File: src/rtl/reg_select_sequencer_pkg.sv
// Shared definitions for the register-select control sequencer:
// opcode and ALU codes, FSM state encoding, instruction classes
// and the packed control word handed from the decoder to the top.
package reg_select_sequencer_pkg;

   localparam int OPW  = 5;
   localparam int ALUW = 4;

   localparam logic [OPW-1:0] OP_LD   = 5'b00000;
   localparam logic [OPW-1:0] OP_LDI  = 5'b00001;
   localparam logic [OPW-1:0] OP_ST   = 5'b00010;
   localparam logic [OPW-1:0] OP_ADD  = 5'b00011;
   localparam logic [OPW-1:0] OP_SUB  = 5'b00100;
   localparam logic [OPW-1:0] OP_AND  = 5'b00101;
   localparam logic [OPW-1:0] OP_OR   = 5'b00110;
   localparam logic [OPW-1:0] OP_ADDI = 5'b01100;
   localparam logic [OPW-1:0] OP_ANDI = 5'b01101;
   localparam logic [OPW-1:0] OP_ORI  = 5'b01110;
   localparam logic [OPW-1:0] OP_NOP  = 5'b11010;
   localparam logic [OPW-1:0] OP_HALT = 5'b11011;

   localparam logic [ALUW-1:0] ALU_ADD = 4'd0;
   localparam logic [ALUW-1:0] ALU_SUB = 4'd1;
   localparam logic [ALUW-1:0] ALU_AND = 4'd2;
   localparam logic [ALUW-1:0] ALU_OR  = 4'd3;

   typedef enum logic [3:0] {
      S_RESET, S_T0, S_T1, S_T2, S_T3, S_T4, S_T5, S_T6, S_T7, S_HALT
   } state_e;

   // Instructions that share an execute sequence are grouped into one class.
   typedef enum logic [2:0] {
      C_RR, C_IMM, C_LDI, C_LD, C_ST, C_NOP, C_HALT, C_ILL
   } class_e;

   typedef struct packed {
      logic pc_out;
      logic pc_in;
      logic inc_pc;
      logic mar_in;
      logic mdr_in;
      logic mdr_out;
      logic ir_in;
      logic y_in;
      logic z_in;
      logic zlow_out;
      logic c_out;
      logic read;
      logic write;
      logic gra;
      logic grb;
      logic grc;
      logic r_in;
      logic r_out;
      logic ba_out;
      logic illegal_op;
      logic run;
      logic [ALUW-1:0] alu_op;
   } ctrl_t;

   function automatic class_e classify(input logic [OPW-1:0] op);
      class_e c;
      case (op)
         OP_ADD, OP_SUB, OP_AND, OP_OR: c = C_RR;
         OP_ADDI, OP_ANDI, OP_ORI:      c = C_IMM;
         OP_LDI:                        c = C_LDI;
         OP_LD:                         c = C_LD;
         OP_ST:                         c = C_ST;
         OP_NOP:                        c = C_NOP;
         OP_HALT:                       c = C_HALT;
         default:                       c = C_ILL;
      endcase
      return c;
   endfunction

   // Address arithmetic for ldi/ld/st is always an add.
   function automatic logic [ALUW-1:0] alu_for(input logic [OPW-1:0] op);
      logic [ALUW-1:0] a;
      case (op)
         OP_SUB:          a = ALU_SUB;
         OP_AND, OP_ANDI: a = ALU_AND;
         OP_OR, OP_ORI:   a = ALU_OR;
         default:         a = ALU_ADD;
      endcase
      return a;
   endfunction

endpackage

File: src/rtl/reg_select_sequencer_decode.sv
// Combinational state-to-control-word decoder for the sequencer.
// Every strobe is a pure function of the current step and the
// instruction class, so each step's strobe set lives in one place.
module reg_select_sequencer_decode
   import reg_select_sequencer_pkg::*;
(
   input  state_e          state,
   input  class_e          cls,
   input  logic [ALUW-1:0] alu_sel,
   output ctrl_t           ctrl
);

   // Map each step to its strobe set; everything defaults low with run high.
   always_comb begin
      ctrl        = '0;
      ctrl.run    = 1'b1;
      ctrl.alu_op = ALU_ADD;
      case (state)
         S_T0: begin
            ctrl.pc_out = 1'b1;
            ctrl.mar_in = 1'b1;
            ctrl.inc_pc = 1'b1;
            ctrl.z_in   = 1'b1;
         end
         S_T1: begin
            ctrl.zlow_out = 1'b1;
            ctrl.pc_in    = 1'b1;
            ctrl.read     = 1'b1;
            ctrl.mdr_in   = 1'b1;
         end
         S_T2: begin
            ctrl.mdr_out = 1'b1;
            ctrl.ir_in   = 1'b1;
         end
         S_T3: begin
            case (cls)
               C_RR, C_IMM: begin
                  ctrl.grb   = 1'b1;
                  ctrl.r_out = 1'b1;
                  ctrl.y_in  = 1'b1;
               end
               C_LDI, C_LD, C_ST: begin
                  ctrl.grb    = 1'b1;
                  ctrl.ba_out = 1'b1;
                  ctrl.y_in   = 1'b1;
               end
               C_ILL:   ctrl.illegal_op = 1'b1;
               default: ;
            endcase
         end
         S_T4: begin
            ctrl.z_in   = 1'b1;
            ctrl.alu_op = alu_sel;
            if (cls == C_RR) begin
               ctrl.grc   = 1'b1;
               ctrl.r_out = 1'b1;
            end else begin
               ctrl.c_out = 1'b1;
            end
         end
         S_T5: begin
            ctrl.zlow_out = 1'b1;
            if (cls == C_LD || cls == C_ST) begin
               ctrl.mar_in = 1'b1;
            end else begin
               ctrl.gra  = 1'b1;
               ctrl.r_in = 1'b1;
            end
         end
         S_T6: begin
            ctrl.mdr_in = 1'b1;
            if (cls == C_LD) begin
               ctrl.read = 1'b1;
            end else begin
               ctrl.gra   = 1'b1;
               ctrl.r_out = 1'b1;
            end
         end
         S_T7: begin
            if (cls == C_LD) begin
               ctrl.mdr_out = 1'b1;
               ctrl.gra     = 1'b1;
               ctrl.r_in    = 1'b1;
            end else begin
               ctrl.write = 1'b1;
            end
         end
         S_HALT:  ctrl.run = 1'b0;
         default: ;
      endcase
   end

endmodule

File: src/rtl/reg_select_sequencer.sv
// Control sequencer for the register select/encode interface.
// Holds the step register plus the instruction class and ALU function
// captured in T3; strobes come from the decoder sub-module.
module reg_select_sequencer
   import reg_select_sequencer_pkg::*;
(
   input  logic            clock,
   input  logic            reset,
   input  logic [31:0]     ir,
   input  logic            mem_ready,
   input  logic            stop,
   output logic            PCout,
   output logic            PCin,
   output logic            IncPC,
   output logic            MARin,
   output logic            MDRin,
   output logic            MDRout,
   output logic            IRin,
   output logic            Yin,
   output logic            Zin,
   output logic            Zlowout,
   output logic            Cout,
   output logic            Read,
   output logic            Write,
   output logic            Gra,
   output logic            Grb,
   output logic            Grc,
   output logic            Rin,
   output logic            Rout,
   output logic            BAout,
   output logic [ALUW-1:0] alu_op,
   output logic            run,
   output logic            illegal_op
);

   state_e          state;
   class_e          cls_q;
   logic [ALUW-1:0] alu_q;
   class_e          ir_cls;
   class_e          cur_cls;
   state_e          done_state;
   ctrl_t           ctrl;
   logic            ir_unused;

   // Only the opcode field matters to sequencing; operand fields go to the datapath.
   assign ir_unused = ^ir[31-OPW:0];

   // The IR register is loaded at the end of T2, so T3 is the first step
   // that can see the new opcode; later steps use the copy captured in T3
   // so that IR changes after T3 cannot bend the path.
   assign ir_cls     = classify(ir[31:32-OPW]);
   assign cur_cls    = (state == S_T3) ? ir_cls : cls_q;
   assign done_state = stop ? S_HALT : S_T0;

   // Step register and next-step selection; stop only counts on the last step.
   always_ff @(posedge clock or posedge reset) begin
      if (reset) begin
         state <= S_RESET;
         cls_q <= C_NOP;
         alu_q <= ALU_ADD;
      end else begin
         case (state)
            S_RESET: state <= S_T0;
            S_T0:    state <= S_T1;
            S_T1:    if (mem_ready) state <= S_T2;
            S_T2:    state <= S_T3;
            S_T3: begin
               cls_q <= ir_cls;
               alu_q <= alu_for(ir[31:32-OPW]);
               case (ir_cls)
                  C_NOP, C_ILL: state <= done_state;
                  C_HALT:       state <= S_HALT;
                  default:      state <= S_T4;
               endcase
            end
            S_T4:    state <= S_T5;
            S_T5: begin
               if (cls_q == C_LD || cls_q == C_ST) state <= S_T6;
               else                                state <= done_state;
            end
            S_T6:    if (cls_q == C_ST || mem_ready) state <= S_T7;
            S_T7:    if (cls_q == C_LD || mem_ready) state <= done_state;
            S_HALT:  state <= S_HALT;
            default: state <= S_RESET;
         endcase
      end
   end

   reg_select_sequencer_decode u_decode (
      .state   (state),
      .cls     (cur_cls),
      .alu_sel (alu_q),
      .ctrl    (ctrl)
   );

   assign PCout      = ctrl.pc_out;
   assign PCin       = ctrl.pc_in;
   assign IncPC      = ctrl.inc_pc;
   assign MARin      = ctrl.mar_in;
   assign MDRin      = ctrl.mdr_in;
   assign MDRout     = ctrl.mdr_out;
   assign IRin       = ctrl.ir_in;
   assign Yin        = ctrl.y_in;
   assign Zin        = ctrl.z_in;
   assign Zlowout    = ctrl.zlow_out;
   assign Cout       = ctrl.c_out;
   assign Read       = ctrl.read;
   assign Write      = ctrl.write;
   assign Gra        = ctrl.gra;
   assign Grb        = ctrl.grb;
   assign Grc        = ctrl.grc;
   assign Rin        = ctrl.r_in;
   assign Rout       = ctrl.r_out;
   assign BAout      = ctrl.ba_out;
   assign alu_op     = ctrl.alu_op;
   assign run        = ctrl.run;
   assign illegal_op = ctrl.illegal_op;

endmodule

File: config.mk
export PLATFORM = sky130hd
export DESIGN_NAME = reg_select_sequencer
export DESIGN_NICKNAME = d
export VERILOG_FILES = /design/src/rtl/reg_select_sequencer_pkg.sv /design/src/rtl/reg_select_sequencer_decode.sv /design/src/rtl/reg_select_sequencer.sv
export SDC_FILE = /design/constraint.sdc
export NUM_CORES = 1
export LEC_CHECK = 0
export ABC_AREA = 0
export CAP_MARGIN = 20
export CORE_UTILIZATION = 36
export CTS_CLUSTER_SIZE = 24
export DETAILED_ROUTE_END_ITERATION = 8
export PLACE_DENSITY = 0.8
export SLEW_MARGIN = 5
export SYNTH_ARGS = -nofsm -noshare
export SYNTH_HDL_FRONTEND = slang
export SYNTH_SLANG_ARGS = --single-unit
export TNS_END_PERCENT = 100
File: constraint.sdc
create_clock -name clock -period 2.8 [get_ports clock]
set_input_delay 0.28 -clock clock [delete_from_list [all_inputs] [get_ports clock]]
set_output_delay 0.28 -clock clock [all_outputs]
set_load 0.02 [all_outputs]
### Word level (Yosys, flattened, before mapping)

Memories as Yosys holds them, arrays and structs flattened.
Index checks and enable logic that the tools add are counted.

* register bits after elaboration: 11
* memory bits (read-only): 96
* input bits: 36
* output and inout port bits: 25
* word-level logic and storage cells: 85
* memories: 1

Memories
* (name not given): words 32, width 3, rd ports 1, clocked after Yosys merged registers in 0, write ports 0, line reg_select_sequencer_pkg.sv:63 `case (op)`

* equal/unequal tests: 27
* multiplexer cells: 38
* reductions and logical operators: 16

Operators with widths (count)
* 4-bit one-hot mux with 10 select lines: 1
* 4-bit 2-to-1 mux: 6
* 1-bit 2-to-1 mux: 21
* 3-bit == test, second input constant: 6
* 4-bit by 3-bit == test with 1-bit output, second input constant: 4
* 5-bit by 3-bit == test with 1-bit output, second input constant: 3
* 2-bit OR reduction: 7
* 5-bit by 4-bit == test with 1-bit output, second input constant: 2
* 3-bit by 2-bit == test with 1-bit output, second input constant: 3
* 4-bit by 2-bit == test with 1-bit output, second input constant: 2
* 4-bit == test, second input constant: 2
* 1-bit one-hot mux with 2 select lines: 4
* 4-bit one-hot mux with 2 select lines: 1
* 2-bit != test, second input constant: 3
* 1-bit one-hot mux with 3 select lines: 2
* 2-bit one-hot mux with 3 select lines: 1
* 5-bit OR reduction: 1
* 4-bit by 1-bit == test with 1-bit output, second input constant: 1
* 4-bit zero test: 1
* 1-bit logical OR: 4
* 3-bit by 1-bit == test with 1-bit output, second input constant: 1
* 3-bit zero test: 1
* 3-bit 2-to-1 mux: 1
* 3-bit AND reduction: 1
* 2 further kinds: 2

### Logic depth before layout (Yosys ltp)

Gate-level depths: netlist of run 1.

* word-level depth: 6
* mapped depth: 8
* gate-level depth less buffers: 6

### By module

Synthesis of run 1 repeated with hierarchy kept, for this count alone.

* cells, all modules: 144
* area total of the unflattened synthesis: 1011.0 sq um

By module, submodules not included
* reg_select_sequencer: times used 1, cells an instance 88, area each 680.7 sq um, seq. area each 227.7 sq um
* reg_select_sequencer_decode: times used 1, cells an instance 56, area each 330.3 sq um, seq. area each 0.0 sq um

### Worst setup path after synthesis of run 1

No wires, ideal clock.

* path kind: reg2out
* start: reg state[0]
* end: out Rout
* arrival time: 2.276 ns
* required time: 2.520 ns
* path slack: 0.244 ns
* stages on the path, launching flop included: 8
* buffers on the path: 1
* cell sequence: dfrtp_1 -> buf_6 -> or2b_1 -> nor2_1 -> nand2_1 -> nor4_1 -> nor2_1 -> o21ai_0

* cells in the longest elaborated chain, start to end: 6
* elaborated cells between the ends (all ways): 12
* classes of those cells: eq/ne (5); mux (5); reduce/logical (2)

RTL lines
* from (decl): line reg_select_sequencer.sv:36 `state_e state;`
* from (signal assigned): line reg_select_sequencer.sv:71 `C_NOP, C_ILL: state <= done_state;`
* from (signal assigned): line reg_select_sequencer.sv:79 `else state <= done_state;`
* from (signal assigned): line reg_select_sequencer.sv:82 `S_T7: if (cls_q == C_LD || mem_ready) state <= done_state;`
* 4-bit by 3-bit == test with 1-bit output: line reg_select_sequencer_decode.sv:18, reg_select_sequencer.sv:52
* 3-bit 2-to-1 mux
* 3-bit by 1-bit == test with 1-bit output / 3-bit zero test (equally long branches): line reg_select_sequencer_decode.sv:36, reg_select_sequencer_decode.sv:54
* 2-bit OR reduction: line reg_select_sequencer_decode.sv:36 `case (cls)`
* 1-bit 2-to-1 mux: line reg_select_sequencer_decode.sv:36
* 1-bit one-hot mux with 3 select lines *: line reg_select_sequencer_decode.sv:18 `case (state)`
* to (decl): line reg_select_sequencer.sv:29 `output logic Rout,`

Every way passes the cells marked *; elsewhere a longest branch is shown, timed or not.

### Worst setup path in the final report of run 1

* start: reg state[3]
* end: out BAout

* cells in the longest elaborated chain, start to end: 6
* elaborated cells between the ends (all ways): 8
* classes of those cells: eq/ne (4); mux (3); reduce/logical (1)

RTL lines
* 4-bit by 3-bit == test with 1-bit output *: line reg_select_sequencer_decode.sv:18, reg_select_sequencer.sv:52
* 3-bit 2-to-1 mux
* 3-bit by 2-bit == test with 1-bit output / 3-bit == test (equally long branches): line reg_select_sequencer_decode.sv:36
* 3-bit OR reduction
* 1-bit 2-to-1 mux: line reg_select_sequencer_decode.sv:36
* 2-bit 2-to-1 mux *: line reg_select_sequencer_decode.sv:18
* to (decl): line reg_select_sequencer.sv:30 `output logic BAout,`

Marks and branches as above.

==> metrics.md, run 1 <==
| Metric | Value |
|---|---|
| Status | finished, final reports clean |
| Clk buf depth | 2 |
| HPWL Detailed | between 2000 and 2500 um |
| Synth async-reset ratio | 1.00 |
| Worst path arrival time | roughly 2400 ps |
| Logic gate share of total power | 0.721 |
| Sequential Power Share | 0.198 |
| Final worst setup slack | 100 ps |
| Critical Path Source Type | flip-flop |
| Routed length per placed instance | 12.8 um |
| Unrepaired setup endpoints after global routing | false |
| Via-per-instance ratio | 5.16 |
| Hold WS | about 280 ps |
| I/O pin total | just over 60 |
| Total core area | around 2500 um2 |
| Layout cell share with drive strength beyond 1 | 0.290 |
| Setup crit start | state[3]$_DFFE_PP0P_ |
| CTS HTree Levels | 1 |
| Clk pwr share | 0.081 |
| Vias in the first global route | ~1,000 |
| Final instance area | 1430 um2 |
| Total global-route track usage | 0.201 |
| Die Y | about 53 um |
| Pint | approximately 0.64 mW |
| Final Wtd Congestion | just under 1 |
| Clock buffer count from CTS | 3 |
| Final clock period utilization by the worst path | 0.964 |
| Die Width | 53.2 um |
| Worst Setup End Kind | primary output |
| Count of final setup violators | 0 |
| Max_cap viols | 0 |
| Largest net degree at the start of global routing | 14 |
| Crit-path max FO | 7 |
| Setup TNS | 0 ps |
| R2r startpoint | state[3]$_DFFE_PP0P_ |
| Row cnt | 18 |
| Global-route wire length before repair | between 4000 and 5000 um |
| Setup bufs post-CTS | 0 |
| Post-Synthesis Cells | about 120 |
| P per Cell Area | 861 nW/um2 |
| Final Skew | 5.06 ps |
| Total Power | 1.23 mW |
| Cell Area, Placed | approximately 1400 um2 |
| Main synth FF type | dfrtp_1 |
| Syn-to-layout area delta | 51.0% |
| Iteration-0 DRC Markers | 19 |
| Post-Route WL | between 2000 and 3000 um |
| EDFF count, synth | 0 |
| Initial antenna violation count | 0 |
| Req. time, crit path | approximately 2500 ps |
| Synth unique cells | 47 |
| Synth Area per Inst | 8.01 um2 |
| Die area | approximately 2800 um2 |
| PortBufs | 31 |
| Switching fraction of total power | 0.478 |
| Final core utilization | 0.576 |
| Hold Crit Class | in2async |
| Placed insts | ~200 |
| NetSw | ~0.6 mW |
| Pleak | approximately 0.67 nW |
| Post-synthesis cell area | 945 um2 |
| Pre-CTS setup slack | -265 ps |
| Fmax | ~370 MHz |
| YS warnings | 0 |
| DR pass1 iterations | 4 |
| Root Buffer | clkbuf_4 |
| Antenna viol nets, final | 0 |
| Maximum vdd drop | roughly 0.00057 V |
| Reg clk slew, reported paths | about 60 ps |
| Via count | approximately 1,000 |
| CTS tree | built |
| Clk sinks | 9 |
| Register area share after synthesis | 0.241 |
| Slew Viols, Final | 0 |
| Critical path class | reg2out |
| Initial Utilization | 0.381 |
| Worst-Skew Late Latency | between 200 and 300 ps |
| Hold Buf Count CTS | 0 |
| DRC violations left | 0 |
| # diodes | 0 |
| Register area | 228 um2 |
| Final Hold Viols | 0 |
| Finished Layout Cells | 199 |
| Min cycle time layout | between 2000 and 3000 ps |
| #FFs+latches synth | 9 |
| GRT overflow | 0 |
| Nets | 206 |
| # fillers | 229 |
| Multi-input logic area | ~630 um2 |
-- layer usage --
metal | wire length (um) | vias to the layer above | GRT usage | share of wire
met4 | 29 | 0 | 0.0877 | 0.011
met3 | 144 | 4 | 0.0345 | 0.057
li1 | - | 516 | - | -
met5 | 0 | - | 0 | 0
met2 | 1320 | 38 | 0.363 | 0.52
met1 | 1050 | 469 | 0.226 | 0.41
-- state kept, by name, summed over array words and instances, names as in the netlist --
register  flops
state         4
cls_q         3
alu_q         2
-- synth_stat cells (2+ instances only) --
master | count | area (um2)
o22ai_1 | 2 | 12.5
and3_1 | 4 | 25.0
o21ai_0 | 5 | 25.0
inv_1 | 7 | 26.3
xnor2_1 | 2 | 17.5
a21oi_1 | 6 | 30.0
nand3_1 | 3 | 15.0
nand2b_1 | 6 | 37.5
nor3_1 | 6 | 30.0
buf_4 | 5 | 37.5
dfstp_2 | 2 | 52.6
buf_6 | 2 | 22.5
dfrtp_1 | 7 | 175
nor4_1 | 3 | 18.8
nor2b_1 | 3 | 18.8
nand2_1 | 14 | 52.6
clkbuf_1 | 4 | 15.0
nor2_1 | 8 | 30.0
-- power by group through the flow --
stage | combinational, mW | clock, mW | sequential [mW]
2_1_floorplan | 0.569 | 0 | 0.239
3_3_place_gp | 0.873 | 0 | 0.237
3_5_place_dp | 0.900 | 0 | 0.240
4_1_cts | 0.882 | 0.102 | 0.239
5_1_grt | 0.964 | 0.110 | 0.253
6_report | 0.885 | 0.0995 | 0.243
-- worst paths after layout --
kind                            cells past startpoint  slack, ps                    to
worst max-delay path                                5        100                 BAout
worst min-delay path                                2        280  alu_q[1]$_DFFE_PP0N_
worst max register to register                      7        670  state[2]$_DFFE_PP0P_
worst min register to register                      2        470  alu_q[0]$_DFFE_PP0N_
max in group asynchronous                           2       2220    cls_q[0]$_DFF_PP1_
min in group clock                                  2        470  alu_q[0]$_DFFE_PP0N_
-- cell families after synthesis --
| kind of cell | after synthesis | share of synthesized area |
|---|---|---|
| XOR/XNOR | 3 | 0.0278 |
| flip-flops | 9 | 0.241 |
| buffers and inverters | 18 | 0.107 |
| AND/OR/NAND/NOR | 58 | 0.356 |
| AO/OA/AOI/OAI | 28 | 0.253 |
| multiplexers | 1 | 0.0106 |
| other | 1 | 0.00397 |
-- placed cells by master, fill, tap and decap left out, types with 2 or more instances in the layout --
cell              n
buf_4            26
clkdlybuf4s50_1  21
nand2_1          14
nor2_1            8
inv_1             7
dfrtp_1           7
nand2b_1          6
a21oi_1           6
nor3_1            6
o21ai_0           5
and3_1            4
dlygate4sd2_1     4
clkbuf_2          4
nand3_1           3
nor2b_1           3
clkbuf_4          3
nor4_1            2
xnor2_1           2
o22ai_1           2
conb_1            2
dfstp_2           2
-- critical path, stage by stage (launching register included) --
cell and delay, ps:
dfrtp_1 380, or4b_4 610, buf_4 190, or4_4 540, nor2_1 120, dlygate4sd2_1 330
-- timing repair --
action                                  CTS  global route
resized for setup                         9            11
endpoints found under the setup margin    9             7
pin swaps                                 0             1
endpoints found under the hold margin     0             0
cloned                                    0             0
-- layout make-up --
cell class              instances  area share
well taps                      30      0.0263
inverters                       7      0.0184
multi-input cells              92       0.439
flip-flops and latches          9       0.160
clock buffers                   4      0.0184
repair buffers                 57       0.339
Power figures use the tool's default switching activity.
==> run 2, diff against run 1 <==
REMOVE_ABC_BUFFERS = 1   (was unset)
==> run 2 against run 1 <==
Net effect: worst hold slack better by 7.8 ps; via count is 2.7% higher; clock skew is 3.3 ps lower; global-route usage is 0.56 points higher; worst setup slack better by 5.8 ps; cell count stayed put; register-to-register slack worse by 50 ps; combinational power hardly changed; critical path type unchanged.
==> metrics.md, run 2 (same netlist as run 1, synthesis figures left out) <==
| Metric | Value |
|---|---|
| Via count | around 1,100 |
| Setup crit start | state[3]$_DFFE_PP0P_ |
| P per Cell Area | between 800 and 900 nW/um2 |
| R2r startpoint | state[3]$_DFFE_PP0P_ |
| Row cnt | 18 |
| Total core area | 2480 um2 |
| Hold Buf Count CTS | 0 |
| Fmax | between 300 and 400 MHz |
| Critical Path Source Type | flip-flop |
| Post-Route WL | ~2500 um |
| Root Buffer | clkbuf_4 |
| Cell Area, Placed | roughly 1400 um2 |
| Final Skew | ~1.8 ps |
| Maximum vdd drop | 0.000532 V |
| Worst R2R Setup Slack | about 620 ps |
| GRT overflow | 0 |
| CP endpoint | BAout |
| # diodes | 0 |
| Worst-Skew Late Latency | roughly 260 ps |
| Biggest regs | state: 4 flops, cls_q: 3 flops, alu_q: 2 flops |
| Finished Layout Cells | around 200 |
| HPWL Detailed | roughly 2100 um |
| Final Hold Viols | 0 |
| Final Wtd Congestion | slightly below 1 |
| Pleak | approximately 0.68 nW |
| Die Y | between 50 and 60 um |
| Max_cap viols | 0 |
| CTS tree | built |
| Clk sinks | 9 |
| Nets | 206 |
| Die Width | about 53 um |
| Antenna viol nets, final | 0 |
| Register area | roughly 230 um2 |
| Worst R2R Path Depth | 7 |
| Unrepaired setup endpoints after global routing | false |
| Reg clk slew, reported paths | 70 ps |
| Commonest non-fill, non-tap cell in the layout | buf_4 |
| Syn-to-layout area delta | 50.1% |
| Req. time, crit path | around 2500 ps |
| CTS HTree Levels | 1 |
| Worst Setup End Kind | primary output |
| Setup bufs post-CTS | 0 |
| PortBufs | 31 |
| Die area | between 2000 and 3000 um2 |
| Vias in the first global route | a little over 1,000 |
| Most flop-heavy register | state |
| Critical path class | reg2out |
| Min cycle time layout | 2690 ps |
| Crit-path max FO | 6 |
| Iteration-0 DRC Markers | 27 |
| # fillers | around 250 |
| Routed length per placed instance | 12.7 um |
| Clock buffer count from CTS | 3 |
| Layout cell share with drive strength beyond 1 | 0.296 |
| Count of final setup violators | 0 |
| Post_cts resized | 9 |
| I/O pin total | 61 |
| Largest net degree at the start of global routing | 14 |
| DR pass1 iterations | 4 |
| Slew Viols, Final | 0 |
| DRC violations left | 0 |
| Multi-input logic area | roughly 620 um2 |
| RR Endpoint | state[2]$_DFFE_PP0P_ |
| Placed insts | just under 200 |
| Status | finished, final reports clean |
| Clk buf depth | 2 |
| Initial antenna violation count | 0 |
| Final clock period utilization by the worst path | 0.962 |
| Most frequent cells in the layout | buf_4, clkdlybuf4s50_1, nand2_1 |
| Final instance area | about 1400 um2 |
| Max reg flops | 4 |
| Total global-route track usage | 0.206 |
| Worst path arrival time | roughly 2400 ps |
| Via-per-instance ratio | 5.30 |
| Initial Utilization | 0.381 |
| Global-route wire length before repair | about 4300 um |
| Hold Crit Class | in2async |
-- run 2: how the worst min path moves through the flow --
stage | start | to | slack (ps) | cells past startpoint
after floorplan | reset | alu_q[0]$_DFFE_PP0N_ | 110 | 1
after global placement | alu_q[0]$_DFFE_PP0N_ | alu_q[0]$_DFFE_PP0N_ | 450 | 2
after detailed placement | alu_q[0]$_DFFE_PP0N_ | alu_q[0]$_DFFE_PP0N_ | 470 | 2
after CTS | reset | alu_q[0]$_DFFE_PP0N_ | 300 | 2
after global routing | reset | state[2]$_DFFE_PP0P_ | 330 | 2
final | reset | cls_q[1]$_DFF_PP0_ | 290 | 2
-- run 2: routing by layer --
metal | GRT usage | routed length, um
met1 | 0.243 | 1020
met4 | 0.0570 | 9
met2 | 0.381 | 1310
met5 | 0 | 0
met3 | 0.0259 | 182
-- run 2: report_power, final --
part	switching (mW)	internal, mW
logic	0.496	0.393
clock network	0.0483	0.0526
registers	0.0396	0.200
-- run 2: metrics by stage --
| stage | utilization | total power, mW | setup WS, ps | setup TNS (ps) | hold WS, ps |
|---|---|---|---|---|---|
| final | 0.572 | 1.23 | 106 | 0 | 291 |
| after floorplan | - | 0.760 | 227 | 0 | 106 |
| after CTS | 0.578 | 1.24 | 15.6 | 0 | 295 |
| after detailed placement | 0.572 | 1.16 | -138 | -583 | 466 |
| after global routing | 0.572 | 1.33 | 14.1 | 0 | 326 |
| after global placement | 0.572 | 1.12 | -93.5 | -371 | 454 |
-- run 2: area by class of cell --
| class | count | share of cell area |
|---|---|---|
| Sequential cell | 9 | 0.161 |
| Tap cell | 30 | 0.0265 |
| Multi-Input combinational cell | 92 | 0.437 |
| Timing Repair Buffer | 57 | 0.338 |
| Inverter | 7 | 0.0185 |
| Clock inverter | 1 | 0.00353 |
| Clock buffer | 3 | 0.0159 |
-- run 2: worst max-delay path, cell delays in order, from the launching register on --
cell and delay [ps]:
dfrtp_1 380, or4b_4 620, buf_4 190, or4_4 530
nor2_1 130, clkdlybuf4s15_1 310
==> run 3, diff against run 2 <==
MAX_ROUTING_LAYER = met4   (was unset)
TNS_END_PERCENT = unset   (was 100)
==> run 3 against run 2 <==
Net effect: cell count unchanged; maximum frequency down 0.58%; register-to-register slack barely moved; non-clock buffer count unchanged; clock-buffer cell count is the same; sequential power hardly changed; critical path depth unchanged; wire length shrank 2.4%; worst hold slack better by 7.8 ps; combinational power shrank 0.9%; design area about the same; sequential share of layout area is essentially flat; largest cell class unchanged; largest power group unchanged; highest routed layer unchanged.
==> metrics.md, run 3 (same netlist as run 1, synthesis figures left out) <==
| Metric | Value |
|---|---|
| DRC violations left | 0 |
| Die area | about 2800 um2 |
| Worst path arrival time | about 2400 ps |
| Antenna viol nets, final | 0 |
| Hold Crit Class | in2async |
| CTS tree | built |
| Reg clk slew, reported paths | 70 ps |
| Vias in the first global route | 1,008 |
| HPWL Detailed | a little over 2000 um |
| DR pass1 iterations | 4 |
| Worst Setup End Kind | primary output |
| GRT overflow | 0 |
| Crit path max-delay family | simple AND/OR/NAND/NOR gates |
| Slowest cell on the critical path | or4b_4 |
| Pleak | 0.680 nW |
| Layer with the highest usage | met2 |
| Most frequent cells in the layout | buf_4, clkdlybuf4s50_1, nand2_1 |
| Worst-Skew Late Latency | between 200 and 300 ps |
| Min cycle time layout | ~2700 ps |
| Cell Area, Placed | approximately 1400 um2 |
| Post-Route WL | around 2500 um |
| Routed length per placed instance | about 12 um |
| Biggest regs | state: 4 flops, cls_q: 3 flops, alu_q: 2 flops |
| Die Width | 53.2 um |
| P per Cell Area | 861 nW/um2 |
| Most flop-heavy register | state |
| Worst R2R Setup Slack | 630 ps |
| Setup TNS | 0 ps |
| Final instance area | about 1400 um2 |
| Pre-CTS setup slack | -124 ps |
| Largest net degree at the start of global routing | 14 |
| Maximum vdd drop | 0.000690 V |
| Met3 GRT Util | 0.0345 |
| Initial Utilization | 0.381 |
| Final Wtd Congestion | approximately 1 |
| Clock buffer count from CTS | 3 |
| Grt met1 use | 0.225 |
| PortBufs | 31 |
| Global-route wire length before repair | 4180 um |
| Nets | about 210 |
| Status | finished, final reports clean |
| Routing usage on met2 | 0.367 |
| Total core area | 2480 um2 |
| Clk sinks | 9 |
| Final Skew | 4.06 ps |
| Via-per-instance ratio | 5.14 |
| Final worst setup slack | approximately 90 ps |
| Die Y | 53.2 um |
| CP peak stage delay | between 600 and 700 ps |
| Slew Viols, Final | 0 |
| Commonest non-fill, non-tap cell in the layout | buf_4 |
| Row cnt | 18 |
| Via count | 1,022 |
| CTS HTree Levels | 1 |
| Setup bufs post-CTS | 0 |
| Clk buf depth | 2 |
| Iteration-0 DRC Markers | 13 |
| Critical path class | reg2out |
| # fillers | roughly 240 |
| Count of final setup violators | 0 |
| Total global-route track usage | 0.206 |
| Max_cap viols | 0 |
| # diodes | 0 |
| Layout cell share with drive strength beyond 1 | 0.296 |
| CP Buf/Inv Count | 2 |
| Final clock period utilization by the worst path | 0.968 |
| Unrepaired setup endpoints after global routing | false |
| Critical Path Source Type | flip-flop |
| Register area | 228 um2 |
| Finished Layout Cells | just under 200 |
| Max reg flops | 4 |
| Syn-to-layout area delta | 49.9% |
| Req. time, crit path | about 2500 ps |
| Fmax | approximately 370 MHz |
| Final Hold Viols | 0 |
| I/O pin total | 61 |
| Crit-path max FO | 6 |
| Crit-path cells | or4b_4, buf_4, or4_4, nor2_1, dlygate4sd2_1 |
| Root Buffer | clkbuf_4 |
| Multi-input logic area | between 600 and 700 um2 |
| Final core utilization | 0.572 |
| Placed insts | between 150 and 200 |
| Initial antenna violation count | 0 |
[run 3: cell types whose count changed in the layout (fill, tap and decap cells not counted), sizes merged]
cell,delta
dlygate4sd2,+1
clkdlybuf4s15,-1
[run 3: metal layers]
metal,wire length (um),vias to the layer above
met5,0,-
met4,38,0
met3,139,4
met2,1250,32
met1,1040,469
li1,-,517
[run 3: timing repair]
action / CTS / global route
hold buffers: 0 / 0
setup endpoints to repair: 9 / 7
pin swaps: 0 / 1
gates resized for setup: 9 / 11
[run 3: metrics by stage]
stage               hold WS (ps)  power [mW]
global placement             455        1.12
detailed placement           468        1.15
floorplan                    106       0.760
global route                 328        1.32
CTS                          297        1.23
finish                       299        1.22
[run 3: cell type report]
| class | instances | area share |
|---|---|---|
| inverter | 7 | 0.0186 |
| tap | 30 | 0.0265 |
| clock buffer | 3 | 0.0159 |
| sequential | 9 | 0.161 |
| timing repair buffer | 57 | 0.337 |
| multi-input combinational | 92 | 0.437 |
| clock inverter | 1 | 0.00353 |
[run 3: final timing paths]
| check | from | depth (start not counted) | endpoint |
|---|---|---|---|
| worst max-delay path | state[3]$_DFFE_PP0P_ | 5 | BAout |
| worst min-delay path | reset | 2 | cls_q[1]$_DFF_PP0_ |
| worst max register to register | state[3]$_DFFE_PP0P_ | 7 | state[2]$_DFFE_PP0P_ |
| worst min register to register | alu_q[0]$_DFFE_PP0N_ | 2 | alu_q[0]$_DFFE_PP0N_ |
| max in group asynchronous | reset | 2 | cls_q[2]$_DFF_PP1_ |
| min in group clock | alu_q[0]$_DFFE_PP0N_ | 2 | alu_q[0]$_DFFE_PP0N_ |
[run 3: where the power goes]
part / leakage (nW) / switching [mW] / internal (mW)
clock network: 0.0177 / 0.0475 / 0.0527
logic: 0.553 / 0.487 / 0.392
registers: 0.109 / 0.0397 / 0.200
total: 0.680 / 0.575 / 0.645
==> RTL change (settings of run 2) <==
The package constant `ALUW` goes from 4 to 6.
--- a/src/rtl/reg_select_sequencer_pkg.sv
+++ b/src/rtl/reg_select_sequencer_pkg.sv
@@ -4,7 +4,7 @@
 package reg_select_sequencer_pkg;
 
    localparam int OPW  = 5;
-   localparam int ALUW = 4;
+   localparam int ALUW = 6;
 
    localparam logic [OPW-1:0] OP_LD   = 5'b00000;
    localparam logic [OPW-1:0] OP_LDI  = 5'b00001;
Ports: changed (resized alu_op); port bits go from 61 to 63. No check against the original RTL was run, so the function may have changed too.
==> RTL change against run 2 <==
Sequential power barely moved. Sequential cell count did not move. Total power rose by 0.56%. Worst setup slack got worse by 9.3 ps. Wire length fell by 2.3%. Combinational power barely moved. Clock power rose by 4%. Synthesized area rose by 1.6%. Final area rose by 0.88%. Non-clock buffer count fell by 1. Final cell count rose by 0.50%. Critical path type unchanged. Highest routed layer unchanged.
==> RTL change: results (changes against run 2) <==
Outcome -> finished, final reports clean (unchanged)
Synth cell types -> 47 (unchanged)
Overall Global Routing Usage -> 20.5% (was 20.6%)
Initial antenna violation count -> 0 (unchanged)
Clock Skew -> 4.85 ps (was 1.81 ps)
Port Buffers -> 31 (unchanged)
Post-synthesis compound-gate area fraction -> 24.9% (was 25.3%)
Post-synth top cells -> nand2_1, nor2_1, buf_4, dfrtp_1, inv_1 (was nand2_1, nor2_1, dfrtp_1, inv_1)
Inserted Clock Buffers -> 3 (unchanged)
WL per Instance -> 12.3 um (was 12.7 um)
RePlAce Congestion -> 0.968 (was 0.967)
Worst EP arrival -> 2420 ps
Yosys warns -> 0 (unchanged)
Mux contribution to synthesized area -> 1.04% (was 1.06%)
Placed Instances -> 196 (was 195)
Layout Nets -> 207 (was 206)
Seq/Total Area, Yosys -> 23.7% (was 24.1%)
Reg clk slew, reported paths -> 70 ps (about the same)
First-pass GRT wire length -> 4220 um (was 4310 um)
WL final -> 2470 um (was 2530 um)
Largest net degree at the start of global routing -> 14 (unchanged)
DPL Wire Length -> 2080 um (was 2110 um)
Vias in the first global route -> 1031 (was 1016)
Worst VDD drop -> 0.599 mV (was 0.532 mV)
H-tree levels -> 1 (unchanged)
Crit-path leading delay family -> simple AND/OR/NAND/NOR gates (unchanged)
Clock Tree Buf Depth -> 2 (unchanged)
Layout cells sized above 1 -> 26.5% (was 29.6%)
Cell count after synthesis -> 120 (was 118)
Synth Area in XOR/XNOR -> 2.74% (was 2.78%)
DP Worst Slack -> -200 ps (was -138 ps)
Worst Hold Class -> primary input to asynchronous set/reset pin (unchanged)
LEAKAGE -> 0.669 nW (was 0.676 nW)
Synth top area cells -> dfrtp_1, buf_4, dfstp_2, nand2_1, nand2b_1 (was dfrtp_1, dfstp_2, nand2_1, buf_4, nand2b_1)
Vias per inst -> 5.12 (was 5.30)
DRT iter0 DRCs -> 15 (was 27)
Placed instance area -> 1420 sq um (unchanged)
Reg2Reg Depth -> 7 (unchanged)
Critical path's slowest cell -> or4b_4 (unchanged)
Layout filler cell count -> 238 (was 246)
Worst Setup SP -> state[3] (unchanged)
-- RTL change: kinds of logic (layout without fill, tap and decap cells) --
family | count (synthesis) | count (layout)
AND/OR/NAND/NOR | 58 | 58
AO/OA/AOI/OAI | 28 | 28
multiplexers | 1 | 1
flip-flops | 9 | 9
XOR/XNOR | 3 | 3
other | 1 | 4
buffers and inverters | 20 | 67
-- RTL change: routing by layer --
metal,global-route usage [%],wire length [um],vias to the layer above
li1,-,-,515
met1,22.5,1030,472
met2,37.9,1300,33
met3,3.39,108,4
met4,9.65,29,0
met5,0,0,-
-- RTL change: repair_timing --
item,4_1_cts,5_1_grt
endpoints found under the setup margin,9,6
resized for setup,9,8
buffers inserted,0,0
pin swaps,0,1
hold buffers,0,0
-- RTL change: area by class of cell --
class	count	area (sq um)	share of cell area, %
repair buffers	56	485	33.9
clock buffers	4	26.3	1.84
well taps	30	37.5	2.62
inverters	7	26.3	1.84
multi-input cells	94	627	43.8
flip-flops and latches	9	228	15.9
-- RTL change: path summary, 6_finish.rpt --
| kind | endpoint | slack, ps |
|---|---|---|
| max in group asynchronous | cls_q[2] | 2220 |
| setup reg to reg | state[2] | 630 |
| setup / recovery | MARin | 100 |
| hold reg to reg | alu_q[0] | 470 |
| min in group clock | alu_q[0] | 470 |
| hold / removal | alu_q[0] | 270 |
-- RTL change: power breakdown --
part           total, mW  internal, mW  switching [mW]  leakage (nW)
Clock              0.105        0.0552          0.0501        0.0150
Combinational      0.891         0.399           0.492         0.545
Sequential         0.239         0.200          0.0394         0.109
-- RTL change: stage by stage --
stage	setup TNS, ps	utilization [%]	total power [mW]
after floorplan	0	-	0.762
after global placement	-640	56.7	1.13
after detailed placement	-959	56.7	1.16
after CTS	0	57.3	1.24
after global routing	0	57.2	1.34
final	0	57.2	1.24
